`src/rtl/instr_encoder_if.sv`:
```
// Field-set handshake between a program source and instr_encoder.
// The master drives one decoded MIPS field set per cycle; the slave answers with in_ready.
interface instr_encoder_if;
  logic        in_valid;
  logic        in_ready;
  logic [1:0]  fmt;
  logic [5:0]  opcode;
  logic [4:0]  rs;
  logic [4:0]  rt;
  logic [4:0]  rd;
  logic [4:0]  shamt;
  logic [5:0]  funct;
  logic [15:0] imm16;
  logic [25:0] imm26;

  modport master (
    output in_valid, fmt, opcode, rs, rt, rd, shamt, funct, imm16, imm26,
    input  in_ready
  );

  modport slave (
    input  in_valid, fmt, opcode, rs, rt, rd, shamt, funct, imm16, imm26,
    output in_ready
  );
endinterface

```
`src/rtl/instr_encoder.sv`:
```
// Packs R/I/J field sets into 32-bit MIPS words and streams them into IM at consecutive addresses.
// Define INSTR_ENC_FIELD_CHECK_EN to reject field sets carrying nonzero fields unused by their format.
module instr_encoder #(
  parameter int DEPTH  = 1024,
  parameter int ADDR_W = 10
) (
  input  logic              clk,
  input  logic              reset,
  input  logic              clear,
  instr_encoder_if.slave    in_if,
  output logic              im_we,
  output logic [ADDR_W-1:0] im_addr,
  output logic [31:0]       im_wdata,
  output logic [ADDR_W:0]   count,
  output logic              full,
  output logic              err
);

  typedef enum logic {
    ST_LOAD = 1'b0,
    ST_FULL = 1'b1
  } state_e;

  localparam logic [ADDR_W:0] DepthCount = (ADDR_W + 1)'(DEPTH);

  state_e            state_q, state_d;
  logic              im_we_q, im_we_d;
  logic [ADDR_W-1:0] im_addr_q, im_addr_d;
  logic [31:0]       im_wdata_q, im_wdata_d;
  logic [ADDR_W:0]   count_q, count_d;
  logic              err_q, err_d;

  logic        ready;
  logic        accept;
  logic        legal;
  logic [31:0] packed_word;
  logic [ADDR_W:0] count_inc;

  assign ready          = !reset && !clear && (state_q == ST_LOAD);
  assign in_if.in_ready = ready;
  assign accept         = in_if.in_valid && ready;
  assign count_inc      = count_q + 1'b1;

  always_comb begin
    packed_word = '0;
    case (in_if.fmt)
      2'd0:    packed_word = {in_if.opcode, in_if.rs, in_if.rt, in_if.rd, in_if.shamt, in_if.funct};
      2'd1:    packed_word = {in_if.opcode, in_if.rs, in_if.rt, in_if.imm16};
      2'd2:    packed_word = {in_if.opcode, in_if.imm26};
      default: packed_word = '0;
    endcase
  end

`ifdef INSTR_ENC_FIELD_CHECK_EN
  logic stray;

  // A field set is only trusted when every field its format ignores is zero.
  always_comb begin
    stray = 1'b0;
    case (in_if.fmt)
      2'd0:    stray = (|in_if.imm16) || (|in_if.imm26);
      2'd1:    stray = (|in_if.rd) || (|in_if.shamt) || (|in_if.funct) || (|in_if.imm26);
      2'd2:    stray = (|in_if.rs) || (|in_if.rt) || (|in_if.rd) || (|in_if.shamt)
                       || (|in_if.funct) || (|in_if.imm16);
      default: stray = 1'b0;
    endcase
  end

  assign legal = (in_if.fmt != 2'd3) && !stray;
`else
  assign legal = (in_if.fmt != 2'd3);
`endif

  // Address and data hold between writes; only the strobe and err are pulses.
  always_comb begin
    state_d    = state_q;
    im_we_d    = 1'b0;
    im_addr_d  = im_addr_q;
    im_wdata_d = im_wdata_q;
    count_d    = count_q;
    err_d      = 1'b0;
    if (clear) begin
      count_d = '0;
      state_d = ST_LOAD;
    end else if (accept) begin
      if (legal) begin
        im_we_d    = 1'b1;
        im_addr_d  = count_q[ADDR_W-1:0];
        im_wdata_d = packed_word;
        count_d    = count_inc;
        if (count_inc == DepthCount) begin
          state_d = ST_FULL;
        end
      end else begin
        err_d = 1'b1;
      end
    end
  end

  always_ff @(posedge clk) begin
    if (reset) begin
      state_q    <= ST_LOAD;
      im_we_q    <= 1'b0;
      im_addr_q  <= '0;
      im_wdata_q <= '0;
      count_q    <= '0;
      err_q      <= 1'b0;
    end else begin
      state_q    <= state_d;
      im_we_q    <= im_we_d;
      im_addr_q  <= im_addr_d;
      im_wdata_q <= im_wdata_d;
      count_q    <= count_d;
      err_q      <= err_d;
    end
  end

  assign im_we    = im_we_q;
  assign im_addr  = im_addr_q;
  assign im_wdata = im_wdata_q;
  assign count    = count_q;
  assign full     = (count_q == DepthCount);
  assign err      = err_q;

endmodule

```
`src/flat_wrapper.sv`:
```
// flat-port wrapper written by rule: the top's interface ports become plain ports
module instr_encoder_flat 
#(
  parameter int DEPTH  = 1024,
  parameter int ADDR_W = 10
)
  (clk, reset, clear, im_we, im_addr, im_wdata, count, full, err, in_if_in_valid, in_if_fmt, in_if_opcode, in_if_rs, in_if_rt, in_if_rd, in_if_shamt, in_if_funct, in_if_imm16, in_if_imm26, in_if_in_ready);
  instr_encoder_if in_if_i ();
  input  logic clk;
  input  logic reset;
  input  logic clear;
  output logic im_we;
  output logic [ADDR_W-1:0] im_addr;
  output logic [31:0] im_wdata;
  output logic [ADDR_W:0] count;
  output logic full;
  output logic err;
  input wire logic [$bits(in_if_i.in_valid)-1:0] in_if_in_valid;
  input wire logic [$bits(in_if_i.fmt)-1:0] in_if_fmt;
  input wire logic [$bits(in_if_i.opcode)-1:0] in_if_opcode;
  input wire logic [$bits(in_if_i.rs)-1:0] in_if_rs;
  input wire logic [$bits(in_if_i.rt)-1:0] in_if_rt;
  input wire logic [$bits(in_if_i.rd)-1:0] in_if_rd;
  input wire logic [$bits(in_if_i.shamt)-1:0] in_if_shamt;
  input wire logic [$bits(in_if_i.funct)-1:0] in_if_funct;
  input wire logic [$bits(in_if_i.imm16)-1:0] in_if_imm16;
  input wire logic [$bits(in_if_i.imm26)-1:0] in_if_imm26;
  output wire logic [$bits(in_if_i.in_ready)-1:0] in_if_in_ready;
  assign in_if_i.in_valid = in_if_in_valid;
  assign in_if_i.fmt = in_if_fmt;
  assign in_if_i.opcode = in_if_opcode;
  assign in_if_i.rs = in_if_rs;
  assign in_if_i.rt = in_if_rt;
  assign in_if_i.rd = in_if_rd;
  assign in_if_i.shamt = in_if_shamt;
  assign in_if_i.funct = in_if_funct;
  assign in_if_i.imm16 = in_if_imm16;
  assign in_if_i.imm26 = in_if_imm26;
  assign in_if_in_ready = in_if_i.in_ready;
  instr_encoder #(.DEPTH(DEPTH), .ADDR_W(ADDR_W)) u_core (.clk(clk), .reset(reset), .clear(clear), .in_if(in_if_i), .im_we(im_we), .im_addr(im_addr), .im_wdata(im_wdata), .count(count), .full(full), .err(err));
endmodule
```
`config.mk`:
```
export PLATFORM = sky130hd
export DESIGN_NAME = instr_encoder_flat
export DESIGN_NICKNAME = d
export VERILOG_FILES = /design/src/rtl/instr_encoder_if.sv /design/src/rtl/instr_encoder.sv /design/src/flat_wrapper.sv
export SDC_FILE = /design/constraint.sdc
export NUM_CORES = 1
export LEC_CHECK = 0
export ABC_CLOCK_PERIOD_IN_PS = 3800
export BUFFER_PORTS_ARGS = -buffer_cell sky130_fd_sc_hd__clkbuf_2
export CAP_MARGIN = 0
export CORE_MARGIN = 4
export CORE_UTILIZATION = 49
export CTS_CLUSTER_DIAMETER = 50
export DETAILED_ROUTE_END_ITERATION = 8
export HOLD_SLACK_MARGIN = 0.08
export PLACE_DENSITY = 0.87
export SLEW_MARGIN = 15
export SYNTH_ARGS = -nofsm -noshare
export SYNTH_HDL_FRONTEND = slang
export SYNTH_SLANG_ARGS = --single-unit
```
`constraint.sdc`:
```
create_clock -name clk -period 3.8 [get_ports clk]
set_input_delay 0.57 -clock clk [delete_from_list [all_inputs] [get_ports clk]]
set_output_delay 0.57 -clock clk [all_outputs]
set_load 0.02 [all_outputs]
```
=== Word level (Yosys, flattened, before mapping) ===
Index checks and enable logic that the tools add are counted.

* Bits of input ports: 80
* Logic and storage cells: 29
* Register bits: 56

* Bitwise logic cells: 3
* Reductions and logical operators: 11
* $add $sub $neg: 1
* Multiplexer cells: 3
* Equality and inequality tests: 5

{| class="wikitable"
|+ Operator list
! kind !! number
|-
| case mux 32 bit (3 select lines) || 1
|-
| equality test 11 bit, second input constant || 2
|-
| adder 11 x 1 -> 11 bit, second input constant || 1
|-
| AND reduction 3 bit || 2
|-
| logical AND 1 bit || 3
|-
| NOT 1 bit || 3
|-
| OR reduction 3 bit || 1
|-
| equality test 2 x 1 -> 1 bit, second input constant || 1
|-
| equality test 2 bit, second input constant || 1
|-
| logical NOT 1 bit || 2
|-
| logical NOT 2 bit || 1
|-
| 2-to-1 mux 1 bit || 2
|-
| inequality test 2 bit, second input constant || 1
|-
| AND reduction 2 bit || 1
|-
| OR reduction 2 bit || 1
|}

=== Depth between registers and ports, before layout ===
* Word-level depth: 6
* Depth in mapped cells: 8

=== Worst setup path after synthesis ===
Ideal clock, no wire load.

* Path type: input to output
* Start point: input port reset
* End point: output port in_if_in_ready
* Path slack: 1.739 ns
* Data arrival time: 1.491 ns
* Cell stages on the path: 4
* Data required time: 3.230 ns
* Cell sequence: buf_6 or2_2 clkbuf_1 nor2_1

* Cells in the longest elaborated chain, start to end: 3

{| class="wikitable"
|+ Ends and longest elaborated chain
! what !! RTL line !! text
|-
| start, declared || flat_wrapper.sv:10 || <nowiki>input logic reset;</nowiki>
|-
| logical NOT 1 bit || instr_encoder.sv:39 || <nowiki>assign ready = !reset && !clear && (state_q == ST_LOAD);</nowiki>
|-
| logical AND 1 bit (2 in series) || instr_encoder.sv:39 ||
|-
| end, declared || flat_wrapper.sv:28 || <nowiki>output wire logic [$bits(in_if_i.in_ready)-1:0] in_if_in_ready;</nowiki>
|}

No other way between the ends.

=== Final worst setup path ===
Ends and elaborated chain as after synthesis.

==> impl_metrics.ini <==
[sta]
hold_ws_ns = 0.4624
slew_headroom_pct = 53.53
worst_pin_slew_ns = 0.6962
min_period_over_period_pct = 63.17
fmax_mhz = 416.6
slew_viol_final = 0
clock_skew_ns = 0.005474
hold_viol = 0
finalSetupTns_ns = 0
setup_viol = 0
period_minus_slack_ns = 2.400
rsz0062_at_grt = no

[placed_design]
dp.final_hpwl_um = 5414
gp_congestion = 0.9393
port_buffers = 136

[detailed_routing]
ant_nets = 0
vias = 2690
avgViaCountPerCell = 5.348
routed_wl_um = 7134
first_iter_violations = 184
drc = 0
wl_per_cell_um = 14.18
first_pass_iters = 4

[yosys]
ys_async_sr_fraction_pct = 0
synth.area.top_cells = dfxtp_1, nand2_1, a221oi_1
yosys_warnings = 0
synth_largest_area_cell = dfxtp_1
synthCells = 316
synth_seq_area_share_pct = 42.22
synth_top_area_share_pct = 42.22
synth-main-ff-cell = dfxtp_1
synth_seq_cells = 56
syn-num-nets = 398
synthesis.area_um2 = 2655
synth_edf_count = 0
synth.most_common_cell = nand2_1
synth.avg_cell_area_um2 = 8.402
synth.cells.most_frequent = nand2_1, dfxtp_1, nor2_1
synth.distinct_cells = 40

[final_layout]
syn2layout_area_growth_pct = 27.29
fin_util_pct = 65.34
final_nets = 514
num_antenna_cells = 0
drive_above_1_share_pct = 37.88

[worst_setup_path]
crit_path_start = reset
critical_path.endpoint_type = output pin
crit_fanout = 33
critPathKind = in -> out
worstReg2RegStart = u_core.count[0]
worstPathArrival_ns = 1.83
cp-start-kind = input pin
crit_required_ns = 3.23

[global_routing]
grt_max_degree = 48
grt_pass1_vias = 2494
grt_overflow = 0
grt_pass1_wl_um = 11460
antenna_found_initial = 0
grt_util_all_layers_pct = 21.92

[clocking]
cts.sinks = 56
clkTransAtPathRegs_ns = 0.10
cts.htree.levels = 2
cts_resized = 0
cts_setup_buffers = 0
clockRootBuffer = clkbuf_8
cts_tree = built
cts_hold_buf = 0
cts_buffer_depth = 2
numCtsBuffers = 5
clk_latency_ns = 0.30

[die]
placementRows = 26
fp.dieW_um = 81.61
die_h_um = 81.61
io_pins = 137
coreArea_um2 = 5172
die-area_um2 = 6660
start_util_pct = 51.33

[flow_run]
max_cap_violations = 0

[pwr]
p_total_mw = 1.144
ir_drop_mv = 0.2003
power_leakage_nw = 1.479
power_density_nw_per_um2 = 338.4

[min_path]
hp-class = reg -> reg
worstHoldStart = u_core.im_wdata[2]

[run_status]
status = complete, no violations
-- state kept, by name, indices dropped and copies added, names as in the netlist --
| name | count |
|---|---|
| u_core.count | 11 |
| u_core.err | 1 |
| u_core.im_addr | 10 |
| u_core.im_wdata | 32 |
| u_core.im_we | 1 |
| u_core.state_q | 1 |
-- cell families after synthesis --
group / after synthesis / share of synthesized area, %
AOI/OAI and AO/OA: 59 / 14.28
xor gates and xnor gates: 11 / 3.629
adders and majority gates: 2 / 0.9424
buffers and inverters: 36 / 7.399
DFF: 56 / 42.22
muxes: 16 / 6.456
and+or+nand+nor: 136 / 25.07
-- worst max-delay path: stages --
cell and delay, ns:
clkbuf_2 0.22, buf_4 0.31, or2_2 0.43, nor2_1 0.12
clkbuf_2 0.18
-- final timing paths --
| check | to | slack (ns) | cells after the start |
|---|---|---|---|
| worst min-delay path | u_core.im_wdata[2] | 0.46 | 2 |
| worst min register to register | u_core.im_wdata[2] | 0.46 | 2 |
| worst max-delay path | in_if_in_ready | 1.40 | 5 |
| worst max register to register | u_core.state_q | 1.98 | 6 |
-- power breakdown --
group / internal (mW) / total, mW / switching (mW)
Sequential: 0.601 / 0.609 / 0.00796
Clock: 0.196 / 0.380 / 0.184
Combinational: 0.0669 / 0.155 / 0.0879
-- cell usage in the layout, fill, tap and decap left out, types with 2 or more instances in the layout --
cell	instances
clkbuf_8	5
nor3_2	2
nor2_1	33
a221oi_1	19
a21oi_1	26
mux2i_1	7
clkbuf_2	136
xnor2_1	7
nand4_1	6
nand3_2	2
nor4b_1	2
buf_4	3
o21ai_0	8
mux2_2	9
nand3_1	2
nor3_1	20
or3_1	2
dfxtp_1	56
inv_1	6
nand2_1	57
ha_1	2
xor2_1	4
-- metal layers --
layer  routed length, µm  up-vias  track usage (%)  share of wire (%)
met5                   0        -                0                  0
met4                 102        0            5.482                1.4
met2                3585      124            36.97                 50
met3                 692       11            6.579                9.7
met1                2754     1224            27.41                 39
li1                    -     1331                -                  -
-- layout make-up --
class / count / area (µm²)
clock buffer: 6 / 72.57
timing repair buffer: 139 / 703.2
fill: 463 / 1793
sequential: 56 / 1121
clock inverter: 2 / 35.03
inverter: 6 / 22.52
tap: 70 / 87.58
multi-input combinational: 224 / 1338
-- through the flow --
step	cells	instance area (µm²)	setup slack (ns)
floorplan	316	2655	1.739
global placement	495	3272	1.371
detailed placement	495	3272	1.250
CTS	503	3379	1.396
global route	503	3379	1.264
finish	503	3379	1.400
(Power assumes the default switching activity.)
